File: config.mk
export PLATFORM = sky130hd
export DESIGN_NAME = sync_decode
export DESIGN_NICKNAME = d
export VERILOG_FILES = /design/src/rtl/vga_timing_pkg.sv /design/src/rtl/sync_track.sv /design/src/rtl/sync_decode.sv
export SDC_FILE = /design/constraint.sdc
export NUM_CORES = 1
export LEC_CHECK = 0
export BUFFER_PORTS_ARGS = -buffer_cell sky130_fd_sc_hd__buf_4
export CAP_MARGIN = 20
export CORE_ASPECT_RATIO = 1.25
export CORE_MARGIN = 10
export CORE_UTILIZATION = 31
export CTS_CLUSTER_SIZE = 14
export DETAILED_ROUTE_END_ITERATION = 10
export GPL_TIMING_DRIVEN = 0
export HOLD_SLACK_MARGIN = 0.1
export SYNTH_ARGS = -nofsm -noshare
export SYNTH_HDL_FRONTEND = slang
export SYNTH_SLANG_ARGS = --single-unit
File: constraint.sdc
create_clock -name clk -period 2.65 [get_ports clk]
set_input_delay 0.1325 -clock clk [delete_from_list [all_inputs] [get_ports clk]]
set_output_delay 0.1325 -clock clk [all_outputs]
set_load 0.005 [all_outputs]
File: src/rtl/vga_timing_pkg.sv
// Shared 640x480 timing constants and the lock-state encoding used by the
// sync decoder and the timing generator.
package vga_timing_pkg;

  localparam int H_DISPLAY = 640;
  localparam int H_FP      = 16;
  localparam int H_SYNC    = 96;
  localparam int H_BP      = 48;
  localparam int H_TOTAL   = H_DISPLAY + H_FP + H_SYNC + H_BP;
  localparam int HS_START  = H_DISPLAY + H_FP;
  localparam int HS_END    = HS_START + H_SYNC;

  localparam int V_DISPLAY = 480;
  localparam int V_FP      = 10;
  localparam int V_SYNC    = 2;
  localparam int V_BP      = 33;
  localparam int V_TOTAL   = V_DISPLAY + V_FP + V_SYNC + V_BP;
  localparam int VS_START  = V_DISPLAY + V_FP;
  localparam int VS_END    = VS_START + V_SYNC;

  localparam bit SYNC_POL    = 1'b0;
  localparam int LOCK_FRAMES = 2;

  typedef enum logic [1:0] {
    SEARCH = 2'd0,
    TRACK  = 2'd1,
    LOCKED = 2'd2
  } lock_state_e;

endpackage

File: src/rtl/sync_track.sv
// One sync axis: polarity normalisation, edge detection, position counter
// that realigns on the leading edge, and edge-position mismatch detection.
module sync_track #(
  parameter int TOTAL   = 800,
  parameter int S_START = 656,
  parameter int S_END   = 752,
  parameter bit POL     = 1'b0,
  localparam int CW     = $clog2(TOTAL)
) (
  input  logic          clk,
  input  logic          rst,
  input  logic          sample_i,
  input  logic          step_i,
  input  logic          align_i,
  input  logic          sync_i,
  output logic [CW-1:0] cnt_o,
  output logic          lead_o,
  output logic          wrap_o,
  output logic          mismatch_o
);

  logic          act;
  logic          prev_q, prev_d;
  logic          trail;
  logic          load;
  logic          at_end;
  logic [CW-1:0] cnt_q, cnt_d, cnt_free;

  assign act    = ~(sync_i ^ POL);
  assign lead_o = sample_i & act & ~prev_q;
  assign trail  = sample_i & ~act & prev_q;
  assign load   = lead_o & align_i;
  assign at_end = (cnt_q == CW'(TOTAL - 1));

  // cnt_free is where the counter would be without any realignment; edges are
  // judged against it so a realign never hides the error that caused it.
  assign cnt_free = step_i ? (at_end ? '0 : cnt_q + 1'b1) : cnt_q;
  assign wrap_o   = step_i & at_end & ~load;

  assign mismatch_o = (lead_o & (~align_i | (cnt_free != CW'(S_START)))) |
                      (trail  & (~align_i | (cnt_free != CW'(S_END))));

  assign prev_d = sample_i ? act : prev_q;
  assign cnt_d  = load ? CW'(S_START) : cnt_free;
  assign cnt_o  = cnt_d;

  always_ff @(posedge clk) begin
    if (rst) begin
      prev_q <= 1'b0;
      cnt_q  <= '0;
    end else begin
      prev_q <= prev_d;
      cnt_q  <= cnt_d;
    end
  end

endmodule

File: src/rtl/sync_decode.sv
// Recovers pixel position from incoming hsync/vsync, qualifies the timing
// with a lock FSM and flags every edge that lands off its nominal position.
module sync_decode
  import vga_timing_pkg::*;
#(
  parameter int H_DISPLAY   = vga_timing_pkg::H_DISPLAY,
  parameter int H_FP        = vga_timing_pkg::H_FP,
  parameter int H_SYNC      = vga_timing_pkg::H_SYNC,
  parameter int H_BP        = vga_timing_pkg::H_BP,
  parameter int V_DISPLAY   = vga_timing_pkg::V_DISPLAY,
  parameter int V_FP        = vga_timing_pkg::V_FP,
  parameter int V_SYNC      = vga_timing_pkg::V_SYNC,
  parameter int V_BP        = vga_timing_pkg::V_BP,
  parameter bit SYNC_POL    = vga_timing_pkg::SYNC_POL,
  parameter int LOCK_FRAMES = vga_timing_pkg::LOCK_FRAMES,
  localparam int HT  = H_DISPLAY + H_FP + H_SYNC + H_BP,
  localparam int VT  = V_DISPLAY + V_FP + V_SYNC + V_BP,
  localparam int HSS = H_DISPLAY + H_FP,
  localparam int VSS = V_DISPLAY + V_FP,
  localparam int XW  = $clog2(HT),
  localparam int YW  = $clog2(VT)
) (
  input  logic              clk,
  input  logic              rst,
  input  logic              pix_en,
  input  logic              hsync_i,
  input  logic              vsync_i,
  output logic [XW-1:0]     x_o,
  output logic [YW-1:0]     y_o,
  output logic              display_o,
  output logic              frame_start_o,
  output logic              locked_o,
  output logic              err_o,
  output lock_state_e       state_o
);

  localparam int GW = $clog2(LOCK_FRAMES + 1);

  logic [XW-1:0] h_cnt;
  logic [YW-1:0] v_cnt;
  logic          h_lead, h_wrap, h_mis;
  logic          v_lead, v_wrap, v_mis;
  logic          mismatch, active;

  lock_state_e   state_q, state_d;
  logic [GW-1:0] good_q, good_d;
  logic [XW-1:0] x_q, x_d;
  logic [YW-1:0] y_q, y_d;
  logic          disp_q, disp_d, fs_q, fs_d, err_q;

  sync_track #(.TOTAL(HT), .S_START(HSS), .S_END(HSS + H_SYNC), .POL(SYNC_POL)) u_h (
    .clk       (clk),
    .rst       (rst),
    .sample_i  (pix_en),
    .step_i    (pix_en),
    .align_i   (1'b1),
    .sync_i    (hsync_i),
    .cnt_o     (h_cnt),
    .lead_o    (h_lead),
    .wrap_o    (h_wrap),
    .mismatch_o(h_mis)
  );

  // Vertical edges are only legal together with an hsync leading edge.
  sync_track #(.TOTAL(VT), .S_START(VSS), .S_END(VSS + V_SYNC), .POL(SYNC_POL)) u_v (
    .clk       (clk),
    .rst       (rst),
    .sample_i  (pix_en),
    .step_i    (h_wrap),
    .align_i   (h_lead),
    .sync_i    (vsync_i),
    .cnt_o     (v_cnt),
    .lead_o    (v_lead),
    .wrap_o    (v_wrap),
    .mismatch_o(v_mis)
  );

  assign mismatch = h_mis | v_mis;

  always_comb begin
    state_d = state_q;
    good_d  = good_q;
    case (state_q)
      SEARCH: if (v_lead && !mismatch) begin
        state_d = TRACK;
        good_d  = '0;
      end
      TRACK: begin
        if (mismatch) begin
          state_d = SEARCH;
        end else if (v_lead) begin
          good_d = good_q + 1'b1;
          if (good_q == GW'(LOCK_FRAMES - 1)) state_d = LOCKED;
        end
      end
      LOCKED: if (mismatch) state_d = SEARCH;
      default: state_d = SEARCH;
    endcase
  end

  // Both counters reach zero only by wrapping, so a vertical wrap on a strobe
  // is exactly the update that lands on pixel (0,0).
  always_comb begin
    active = (h_cnt < XW'(H_DISPLAY)) && (v_cnt < YW'(V_DISPLAY));
    x_d    = active ? h_cnt : '0;
    y_d    = active ? v_cnt : '0;
    disp_d = active && (state_d == LOCKED);
    fs_d   = v_wrap && (state_d == LOCKED);
  end

  always_ff @(posedge clk) begin
    if (rst) begin
      state_q <= SEARCH;
      good_q  <= '0;
      x_q     <= '0;
      y_q     <= '0;
      disp_q  <= 1'b0;
      fs_q    <= 1'b0;
      err_q   <= 1'b0;
    end else begin
      state_q <= state_d;
      good_q  <= good_d;
      x_q     <= x_d;
      y_q     <= y_d;
      disp_q  <= disp_d;
      fs_q    <= fs_d;
      err_q   <= mismatch;
    end
  end

  assign x_o           = x_q;
  assign y_o           = y_q;
  assign display_o     = disp_q;
  assign frame_start_o = fs_q;
  assign err_o         = err_q;
  assign locked_o      = (state_q == LOCKED);
  assign state_o       = state_q;

endmodule

==> results_dict.tcl <==
set metrics [dict create \
    critPathLaunchType "register" \
    wl_mm 5.77 \
    ys_ff_latch 49 \
    path_class "register to register" \
    setup_ws_ns 0.128 \
    p_total_mw 1.36 \
    grtUsageTotal_pct 9.81 \
    vias 2080 \
    dr.pass1.iters 4 \
    layoutNonFillerInstCount 411 \
    drt_iter0_markers 99 \
    grt_max_degree 15 \
    htreeDepth 2 \
    drv_cap 0 \
    die_y_um 116 \
    clock_sinks 49 \
    cp.buffers_inverters 2 \
    synth_top_cell_area_share_pct 42.9 \
    utilization_pct 41.8 \
    path_max_fanout 10 \
    skew_ns 0.00614 \
    ys_types 52 \
    ys_seq_area_share_pct 42.9 \
    yosys_warnings 0 \
    p_leak_nw 1.23 \
    dp.cells 385 \
    synth.net_count 275 \
    drive_gt1_share_pct 26.8 \
    postPlaceCellArea_sq_um 2620 \
    p_per_area_nw_per_um2 460 \
    synth_common_cells "nor2_1 (50), dfxtp_1 (49), nand2_1 (17), nor3_1 (14), nor4_1 (9)" \
    critPathCaptureType "register" \
    numCtsBuffers 5 \
    ant_nets 0 \
    path_cells "nor3b_4 -> and2_2 -> clkbuf_4 -> nor2_1 -> mux2_2 -> or4_4 -> o2111ai_4 -> buf_6 -> nor3_1" \
    synth.avg_cell_area_sq_um 8.59 \
    peakVddDrop_mv 0.224 \
    yosysTopAreaCell "dfxtp_1" \
    grt_pass1_wl_mm 9.36 \
    row_count 34 \
    ioPinCount 31 \
    yosysMostFrequentCell "nor2_1" \
    grt-ovfl-total 0 \
    wl_per_cell_um 14.0 \
    final.period_utilization_pct 95.2 \
    status "finished, final reports clean" \
    synth_area_leaders "dfxtp_1 (43%), nor2_1 (8.2%), nor3_1 (3.1%)" \
    initial_core_util_pct 32.4 \
    cp_top_family "simple AND/OR/NAND/NOR gates" \
    n_antenna_cell 0 \
    pre_cts_slack_ns -0.211 \
    drc_errors 0 \
    worstHoldPathType "primary input to register" \
    arrival_ns 2.69 \
    regArea_sq_um 986 \
    hpwl_mm 3.97 \
    multi_input_area_sq_um 1290 \
    antenna_found_initial 0 \
    synth_edf_count 0 \
    syn_inst 266 \
    finalHoldViolCount 0 \
    die_w_um 96.8 \
    cts_tree "done" \
    io_buffers 29 \
    synthesis.area_sq_um 2280 \
    fillers 732 \
    finalSetupViolCount 0 \
    ys_async_sr_fraction_pct 0 \
    slowest_stage "or4_4" \
    synthFlopType "dfxtp_1" \
    coreArea_sq_um 7060 \
    slew-limit-headroom_pct 60.5 \
    nets 329 \
    clock_latency_ns 0.30 \
    via_per_inst 5.06 \
    cts_buffer_depth 2 \
    clk_pin_slew_ns 0.09 \
    grt_pass1_vias 2007 \
    required_ns 2.81 \
    cpPeakStageDelay_ns 0.56 \
    finalWeightedCongestion 0.869 \
    dieArea_sq_um 11200 \
    fmax_ghz 0.396 \
    tightest_slew_ns 0.587 \
    fin_crit_ns 2.52 \
    timing.hold.ws_ns 0.245 \
    synthToLayoutAreaGrowth_pct 29.4 \
    tns_ns 0 \
    finalMaxSlewViolations 0 \
    cts-root-buf "clkbuf_8" \
    design_area_sq_um 2960 \
]
## path summary, 6_finish.rpt
check	from	end	slack, ns	cells after the start
max	u_h.prev_q	x_o[0]	0.13	9
min	hsync_i	x_o[5]	0.24	3
max reg2reg	u_h.prev_q	x_o[0]	0.13	9
min reg2reg	good_q[1]	good_q[1]	0.47	2
## worst register-to-register path, cell delays in order (launching register included)
cell	delay, ns
dfxtp_1	0.38
nor3b_4	0.28
and2_2	0.25
clkbuf_4	0.23
nor2_1	0.05
mux2_2	0.28
or4_4	0.56
o2111ai_4	0.14
buf_6	0.17
nor3_1	0.05
## repair_timing
item / 4_1_cts / 5_1_grt
gates cloned: 2 / 0
buffers inserted: 2 / 12
resized for setup: 8 / 28
hold buffers: 2 / 0
pin swaps: 2 / 7
endpoints found under the setup margin: 24 / 26
hold endpoints to repair: 2 / 0
## state kept, by name (all words and copies together) (netlist names)
signal	count
u_h.prev_q	1
frame_start_o	1
y_o	10
err_o	1
good_q	2
state_o	2
u_v.prev_q	1
display_o	1
u_v.cnt_q	10
x_o	10
u_h.cnt_q	10
## power by group
group / switching (mW) / total, mW / leakage (nW) / internal (mW)
clock: 0.248 / 0.432 / 0.0450 / 0.184
sequential: 0.0161 / 0.774 / 0.400 / 0.758
combinational: 0.0812 / 0.153 / 0.787 / 0.0722
## metal layers
layer	up-vias	share of wire [%]	global-route usage (%)
met5	-	0	0
met4	0	1.5	4.24
met3	6	4.6	2.62
met2	42	51	16.9
met1	983	43	11.2
li1	1049	-	-
## layout make-up
class / instances / area share (%)
repair buffers: 47 / 12.2
well taps: 90 / 3.81
inverters: 8 / 1.02
clock buffers: 6 / 2.46
plain buffers: 14 / 3.26
flip-flops and latches: 49 / 33.4
multi-input cells: 195 / 43.5
clock inverters: 2 / 0.339
## cells in the final DEF (no fill, tap or decap), types with 2 or more instances in the layout
cell / n
a211oi_1: 2
a21o_1: 3
a21oi_1: 3
and2_1: 3
and3_1: 6
buf_2: 2
buf_4: 45
buf_6: 5
clkbuf_1: 3
clkbuf_2: 3
clkbuf_8: 5
clkinv_2: 2
dfxtp_1: 45
dfxtp_2: 4
dlygate4sd3_1: 2
ha_1: 3
inv_1: 8
mux2_2: 3
mux2i_1: 3
nand2_1: 17
nand2b_1: 3
nand3_1: 8
nand3b_1: 6
nand4_1: 6
nor2_1: 50
nor2b_1: 5
nor3_1: 14
nor3b_4: 2
nor4_1: 8
o211ai_1: 3
o21a_1: 2
o21ai_0: 5
xnor2_1: 5
xor2_1: 3
## logic make-up after synthesis
| logic type | Yosys count | synth area share (%) |
|---|---|---|
| buffers and inverters | 22 | 4.60 |
| muxes | 7 | 3.29 |
| and+or+nand+nor | 140 | 32.5 |
| xor gates and xnor gates | 8 | 3.07 |
| adders and majority gates | 4 | 2.19 |
| other | 1 | 0.164 |
| DFF | 49 | 42.9 |
| AOI/OAI and AO/OA | 35 | 11.3 |
Note: power is estimated with default switching activity, not from simulation.
